File: config.mk
export PLATFORM = sky130hd
export DESIGN_NAME = stream_matrix_writer
export DESIGN_NICKNAME = d
export VERILOG_FILES = /design/src/rtl/stream_matrix_pkg.sv /design/src/rtl/stream_matrix_writer_counter_mod.sv /design/src/rtl/stream_matrix_writer.sv
export SDC_FILE = /design/constraint.sdc
export NUM_CORES = 1
export LEC_CHECK = 0
export BUFFER_PORTS_ARGS = -buffer_cell sky130_fd_sc_hd__buf_4
export CORE_ASPECT_RATIO = 0.8
export CORE_MARGIN = 2
export CORE_UTILIZATION = 52
export DETAILED_ROUTE_END_ITERATION = 12
export PLACE_DENSITY_LB_ADDON = 0.05
export SYNTH_ARGS = -nofsm -noshare
export SYNTH_HDL_FRONTEND = slang
export SYNTH_SLANG_ARGS = --single-unit
File: constraint.sdc
create_clock -name clk -period 2.1 [get_ports clk]
set_input_delay 0.105 -clock clk [delete_from_list [all_inputs] [get_ports clk]]
set_output_delay 0.105 -clock clk [all_outputs]
set_load 0.03 [all_outputs]
File: src/rtl/stream_matrix_pkg.sv
// Shared types and helpers for the stream-to-matrix writer.
package stream_matrix_pkg;

    // Writer sequencing: gather a row, write it, and after the last row pulse done.
    typedef enum logic [1:0] {
        IDLE  = 2'd0,
        FILL  = 2'd1,
        WRITE = 2'd2,
        DONE  = 2'd3
    } writer_state_t;

    // Index width for a counter over n values. Never returns less than one bit,
    // so that single-row or single-column matrices still get a legal vector.
    function automatic int clog2_min1(input int n);
        return (n > 1) ? $clog2(n) : 1;
    endfunction

endpackage

File: src/rtl/stream_matrix_writer_counter_mod.sv
// Modulo-MOD up counter with a synchronous clear. The reset is asynchronous and
// active-low, matching the writer that instantiates it.
module counter_mod #(
    parameter int MOD = 4,
    parameter int W   = 2
) (
    input  logic         clk,
    input  logic         rst_n,
    input  logic         reset_count,
    input  logic         up,
    output logic [W-1:0] count
);

    logic [W-1:0] count_q;
    logic [W-1:0] count_d;

    // Clear has priority over counting; the count wraps from MOD-1 back to 0.
    always_comb begin
        count_d = count_q;
        if (reset_count) begin
            count_d = '0;
        end else if (up) begin
            if (count_q == W'(MOD - 1)) begin
                count_d = '0;
            end else begin
                count_d = count_q + W'(1);
            end
        end
    end

    // Count register.
    always_ff @(posedge clk or negedge rst_n) begin
        if (!rst_n) begin
            count_q <= '0;
        end else begin
            count_q <= count_d;
        end
    end

    assign count = count_q;

endmodule

File: src/rtl/stream_matrix_writer.sv
// Stream-to-matrix sink: packs NUM_COLS stream elements into a row buffer and
// writes each completed row through a row-wide write port. A sticky flag reports
// when the producer's ds_last marker disagrees with the fixed matrix size.
module stream_matrix_writer
    import stream_matrix_pkg::*;
#(
    parameter int  WIDTH          = 32,
    parameter int  NUM_ROWS       = 11,
    parameter int  NUM_COLS       = 3,
    localparam int ROW_ADDR_WIDTH = clog2_min1(NUM_ROWS),
    localparam int COL_ADDR_WIDTH = clog2_min1(NUM_COLS),
    localparam int ROW_SIZE       = NUM_COLS * WIDTH
) (
    input  logic                      clk,
    input  logic                      rst,
    input  logic                      start,
    input  logic [WIDTH-1:0]          ds_in,
    input  logic                      ds_valid,
    input  logic                      ds_last,
    output logic                      ds_next_data,
    output logic [ROW_ADDR_WIDTH-1:0] row_addr,
    output logic [ROW_SIZE-1:0]       row_in,
    output logic                      row_write_en,
    output logic                      done,
    output logic                      length_error
);

    writer_state_t             state_q;
    writer_state_t             state_d;
    logic [ROW_SIZE-1:0]       buf_q;
    logic                      length_error_q;

    logic [COL_ADDR_WIDTH-1:0] col;
    logic [ROW_ADDR_WIDTH-1:0] row;
    logic                      transfer;
    logic                      accept;
    logic                      col_last;
    logic                      row_last;
    logic                      last_expected;

    // ds_next_data depends only on state, so the handshake is decoded straight
    // from the state register to keep the counter enable free of comb loops.
    assign transfer      = (state_q == FILL) && ds_valid;
    // A start in the same cycle wins: the element is dropped.
    assign accept        = transfer && !start;
    assign col_last      = (col == COL_ADDR_WIDTH'(NUM_COLS - 1));
    assign row_last      = (row == ROW_ADDR_WIDTH'(NUM_ROWS - 1));
    assign last_expected = col_last && row_last;

    counter_mod #(
        .MOD (NUM_COLS),
        .W   (COL_ADDR_WIDTH)
    ) u_col_counter (
        .clk         (clk),
        .rst_n       (rst),
        .reset_count (start),
        .up          (transfer),
        .count       (col)
    );

    counter_mod #(
        .MOD (NUM_ROWS),
        .W   (ROW_ADDR_WIDTH)
    ) u_row_counter (
        .clk         (clk),
        .rst_n       (rst),
        .reset_count (start),
        .up          (state_q == WRITE),
        .count       (row)
    );

    // Next-state and strobes; start from any state restarts the matrix in FILL.
    always_comb begin
        state_d      = state_q;
        ds_next_data = 1'b0;
        row_write_en = 1'b0;
        done         = 1'b0;
        case (state_q)
            IDLE: begin
                if (start) begin
                    state_d = FILL;
                end
            end
            FILL: begin
                ds_next_data = 1'b1;
                if (start) begin
                    state_d = FILL;
                end else if (transfer && col_last) begin
                    state_d = WRITE;
                end
            end
            WRITE: begin
                // An abort landing on the write cycle cancels that write.
                row_write_en = !start;
                if (start) begin
                    state_d = FILL;
                end else if (row_last) begin
                    state_d = DONE;
                end else begin
                    state_d = FILL;
                end
            end
            DONE: begin
                done    = 1'b1;
                state_d = start ? FILL : IDLE;
            end
            default: begin
                state_d = IDLE;
            end
        endcase
    end

    // State, row buffer and sticky length-error flag. The buffer is not cleared
    // on start; stale columns are always overwritten before the next write.
    always_ff @(posedge clk or negedge rst) begin
        if (!rst) begin
            state_q        <= IDLE;
            buf_q          <= '0;
            length_error_q <= 1'b0;
        end else begin
            state_q <= state_d;
            if (start) begin
                length_error_q <= 1'b0;
            end else if (accept) begin
                buf_q[int'(col) * WIDTH +: WIDTH] <= ds_in;
                if (ds_last != last_expected) begin
                    length_error_q <= 1'b1;
                end
            end
        end
    end

    assign row_addr     = row;
    assign row_in       = buf_q;
    assign length_error = length_error_q;

endmodule
[Word-level counts from Yosys, hierarchy flattened]
Cells that the tools add are included.
Storage, ports and cells
  word-level logic and storage cells: 52
  output and inout bits: 104
  bits in registers: 105
Cells by class
  add/subtract/negate cells: 3
  shift operators: 2
  bitwise gates (word level): 1
  eq/ne operators: 8
  mux-type cells: 20
  reductions and logical operators: 13
Operator list (count)
  96-bit bitwise mux: 1
  32-bit by 33-bit variable shift with 96-bit output (first input constant): 1
  32-bit by 33-bit indexed part select with 96-bit output: 1
  7-bit negator with 33-bit output: 1
  2-bit two-way mux: 8
  4-bit two-way mux: 3
  2-bit case mux with 4 select lines: 1
  2-bit nonzero test: 4
  1-bit two-way mux: 7
  2-bit equality test (second input constant): 3
  2-bit AND reduction: 3
  4-bit by 1-bit adder with 4-bit output (second input constant): 1
  4-bit equality test (second input constant): 1
  1-bit logical AND: 4
  3-bit by 2-bit != test with 1-bit output (second input constant): 1
  2-bit by 1-bit adder with 2-bit output (second input constant): 1
  2-bit by 1-bit equality test with 1-bit output (second input constant): 1
  2-bit logical NOT: 1
  2-bit != test (second input constant): 1
  1-bit logical NOT: 1
  1-bit != test: 1
  1-bit inverter: 1

[Longest topological paths before layout]
  depth in word-level cells: 6
  depth in mapped cells: 7

[Hierarchy]
A second synthesis with hierarchy kept.
Unflattened totals
  cells, all modules: 419
  area, all modules: 4892.2 µm²
Modules (own cells, without submodules)
  stream_matrix_writer: instances 1, sequential area each 2477.4 µm², cells each 388, area an instance 4569.4 µm²
  counter_mod at u_row_counter: instances 1, sequential area each 100.1 µm², cells each 24, area an instance 235.2 µm²
  counter_mod at u_col_counter: instances 1, sequential area each 50.0 µm², cells each 7, area an instance 87.6 µm²

[Worst setup path after synthesis]
OpenSTA, ideal clock, no wires.
  kind: register -> register
  start: reg u_col_counter.count_q[0], in the netlist u_col_counter.count[0]
  end: reg buf_q[68], in the netlist row_in[68]
  period minus slack after synthesis: 1.754 ns
  cell stages (with the launch flop): 7
  path buffers: 1
  data arrival time: 1.678 ns
  required time: 2.024 ns
  setup slack: 0.346 ns
  path through: dfrtp_1 inv_1 ha_1 nor4b_2 clkbuf_1 nand4_1 o21ai_1
On the way
  word-level cells in the longest chain between the ends: 3
Ends and longest elaborated chain
  start, declared: line stream_matrix_writer_counter_mod.sv:14  | logic [W-1:0] count_q;
  start signal, assigned: line stream_matrix_writer_counter_mod.sv:36  | count_q <= count_d;
  7-bit negator with 33-bit output *: line stream_matrix_writer.sv:125  | buf_q[int'(col) * WIDTH +: WIDTH] <= ds_in;
  32-bit by 33-bit indexed part select with 96-bit output or 32-bit by 33-bit variable shift with 96-bit output (tied branches): line stream_matrix_writer.sv:125
  96-bit bitwise mux *: line stream_matrix_writer.sv:125
  end signal, assigned by index: line stream_matrix_writer.sv:125
  end, declared: line stream_matrix_writer.sv:30  | logic [ROW_SIZE-1:0] buf_q;
Every way passes the cells marked *; elsewhere a longest branch is shown, timed or not.
A chain may end at the register's enable or synchronous reset.

[Worst setup path after layout]
  start: reg u_col_counter.count_q[1], in the netlist u_col_counter.count[1]
  end: reg buf_q[56], in the netlist row_in[56]
The elaborated chain is that of the path after synthesis.

==> impl_metrics.ini <==
[status]
status = finished clean

[worst_hold_path]
hold_depth = 2
worstHoldEndpoint = row_in[45]
hold_path.startpoint = ds_in[13]
hp-class = input port to flip-flop

[grt]
grtUsageMet3_pct = 6.169
grt_pass1_vias = 3562
grt_busiest_layer = met2
grt_first_pass_wirelength_um = 19250
grt.overflow.total = 0
grtUsageTotal_pct = 24.83
met1_usage_pct = 36.77
grt_max_degree = 49
met2_usage_pct = 37.14
antenna_found_initial = 0

[critical_path]
r2r-start = u_col_counter.count[1]
arrival_ns = 2.06
critPathCaptureType = flip-flop
crit_chain = inv_1 > ha_1 > and3b_1 > nor4b_4 > a22o_1
r2r_slack_ns = 0.32
crit_buf_inv = 1
critPathTopFamily = simple AND/OR/NAND/NOR gates
critical-path-max-stage-delay_ns = 0.46
path_max_fanout = 8
cp-start-kind = flip-flop
cp.required_ns = 2.38
r2r_end = row_in[56]
worstRegToRegCells = 5
crit_type = flip-flop to flip-flop
critical-path-slowest-cell = nor4b_4

[place]
dp_slack_ns = 0.3484
hpwl_um = 8310
port_buffers = 140
gp_congestion = 0.7957
placed_area_um2 = 5928
place_inst = 703

[clocking]
cts_tree = done
cts.path.max_buffers = 2
post_cts_buffers = 0
cts_buffers = 9
path_clk_slew_ns = 0.07
insertion_delay_ns = 0.35
cts_num_sinks = 105
cts-root-buf = clkbuf_16
ctsHtreeMaxLevel = 3

[timing]
clock_skew_ns = 0.006591
slew_violations = 0
slew_headroom_pct = 57.54
final-hold-violation-count = 0
max_freq_mhz = 560.9
setup_viol = 0
rsz0062_at_grt = no
fin_crit_ns = 1.783
tns_ns = 0
whs_ns = 0.01139
worst_pin_slew_ns = 0.6370
fin_crit_sh_pct = 84.90
fin_ws_ns = 0.3172

[pwr]
power.density_nw_per_um2 = 1195
p_leak_nw = 3.073
irDropWorstVdd_mv = 0.6117
p_total_mw = 7.470

[route]
first_pass_iters = 4
routed_via_density = 5.122
drtIter0Drc = 239
route.detailed.drc = 0
wl_um = 11920
ant_nets = 0
num_vias = 3708
wl_per_cell_um = 16.47

[die]
initial_core_util_pct = 52.93
fp.dieH_um = 89.24
chipWidth_um = 110.5
rows = 31
dieArea_um2 = 9864
io_pins = 141
core-area_um2 = 8921

[final_layout]
final_nets = 648
drive_above_1_share_pct = 29.23
fin_util_pct = 70.07
fin_cells = 724
antenna_cells = 0
nFillCells = 734
design_area_um2 = 6251
final_common_cell = buf_4
area_delta_synth_final_pct = 32.38
final_cell_mix = buf_4, dfrtp_1, inv_1

[synthesis]
synth_seq_area_share_pct = 55.64
ys_top_cells_by_area = dfrtp_1, mux2i_1, inv_1
synth_top_cell_area_share_pct = 55.64
synth-warning-count = 0
synth_area_um2 = 4722
syn_area_per_cell_um2 = 10.36
synth_cells = 456
yosysUniqueCellTypes = 35
syn_nets = 500
ys_ff_latch = 105
synth_area_leader_cell = dfrtp_1

[run]
maxCapViolCount = 0
[worst max path at each step]
| stage | start | endpoint | slack, ns | cells past startpoint |
|---|---|---|---|---|
| 2_1_floorplan | u_col_counter.count[0] | row_in[68] | 0.35 | 6 |
| 3_3_place_gp | u_col_counter.count[1] | row_in[34] | 0.43 | 5 |
| 6_report | u_col_counter.count[1] | row_in[56] | 0.32 | 5 |
| 3_5_place_dp | u_col_counter.count[1] | row_in[56] | 0.35 | 5 |
| 4_1_cts | u_col_counter.count[1] | row_in[56] | 0.34 | 5 |
| 5_1_grt | state_q[1] | row_in[78] | 0.24 | 5 |
[cell families (layout without fill, tap and decap cells)]
family	after synthesis	count (layout)	synth area share, %
simple gates	116	116	13.09
mux	56	56	11.87
xor+xnor	2	2	0.3710
fa+ha+maj	7	7	1.855
buf+inv	120	273	10.76
flops	105	105	55.64
compound gates	50	50	6.412
[state kept, by name, summed over array words and instances (netlist names)]
signal and flops:
u_col_counter.count 2, length_error 1, u_row_counter.count 4, row_in 96, state_q 2
[Yosys cell counts, drive strengths merged]
cell type / instances
buf: 15
mux2i: 56
o2bb2ai: 2
nand4b: 1
nor2b: 2
nand2b: 1
nor2: 3
ha: 7
a211o: 1
nor4b: 2
nand2: 62
nor3: 1
a21o: 2
a22o: 9
o21bai: 1
xor2: 1
and4bb: 1
inv: 93
dfrtp: 105
a21oi: 1
nor3b: 2
xnor2: 1
o21ai: 34
and3b: 2
clkbuf: 12
nand4: 33
and2: 3
nand3b: 1
nand3: 2
[layout make-up]
class | count | area (um^2) | share of cell area [%]
inverter | 93 | 349.1 | 5.584
multi-input combinational | 231 | 1602 | 25.62
timing repair buffer | 164 | 1256 | 20.10
tap | 115 | 143.9 | 2.302
sequential | 105 | 2628 | 42.03
clock inverter | 5 | 40.04 | 0.6405
clock buffer | 11 | 232.7 | 3.723
[where the power goes]
group / internal [mW] / switching (mW) / total, mW / leakage [nW]
Combinational: 1.10 / 1.90 / 3.00 / 1.62
Sequential: 2.57 / 0.335 / 2.91 / 1.33
Clock: 0.812 / 0.753 / 1.56 / 0.122
[layer usage]
| metal | vias to the layer above | share of wire [%] |
|---|---|---|
| met5 | - | 0 |
| met4 | 0 | 0.87 |
| met3 | 10 | 6.0 |
| met2 | 122 | 45 |
| met1 | 1806 | 49 |
| li1 | 1770 | - |
[what timing repair did]
action | in CTS | in global routing
resized for setup | 0 | 0
hold endpoints to repair | 47 | 1
hold buffers | 4 | 1
Note: power is estimated with default switching activity, not from simulation.
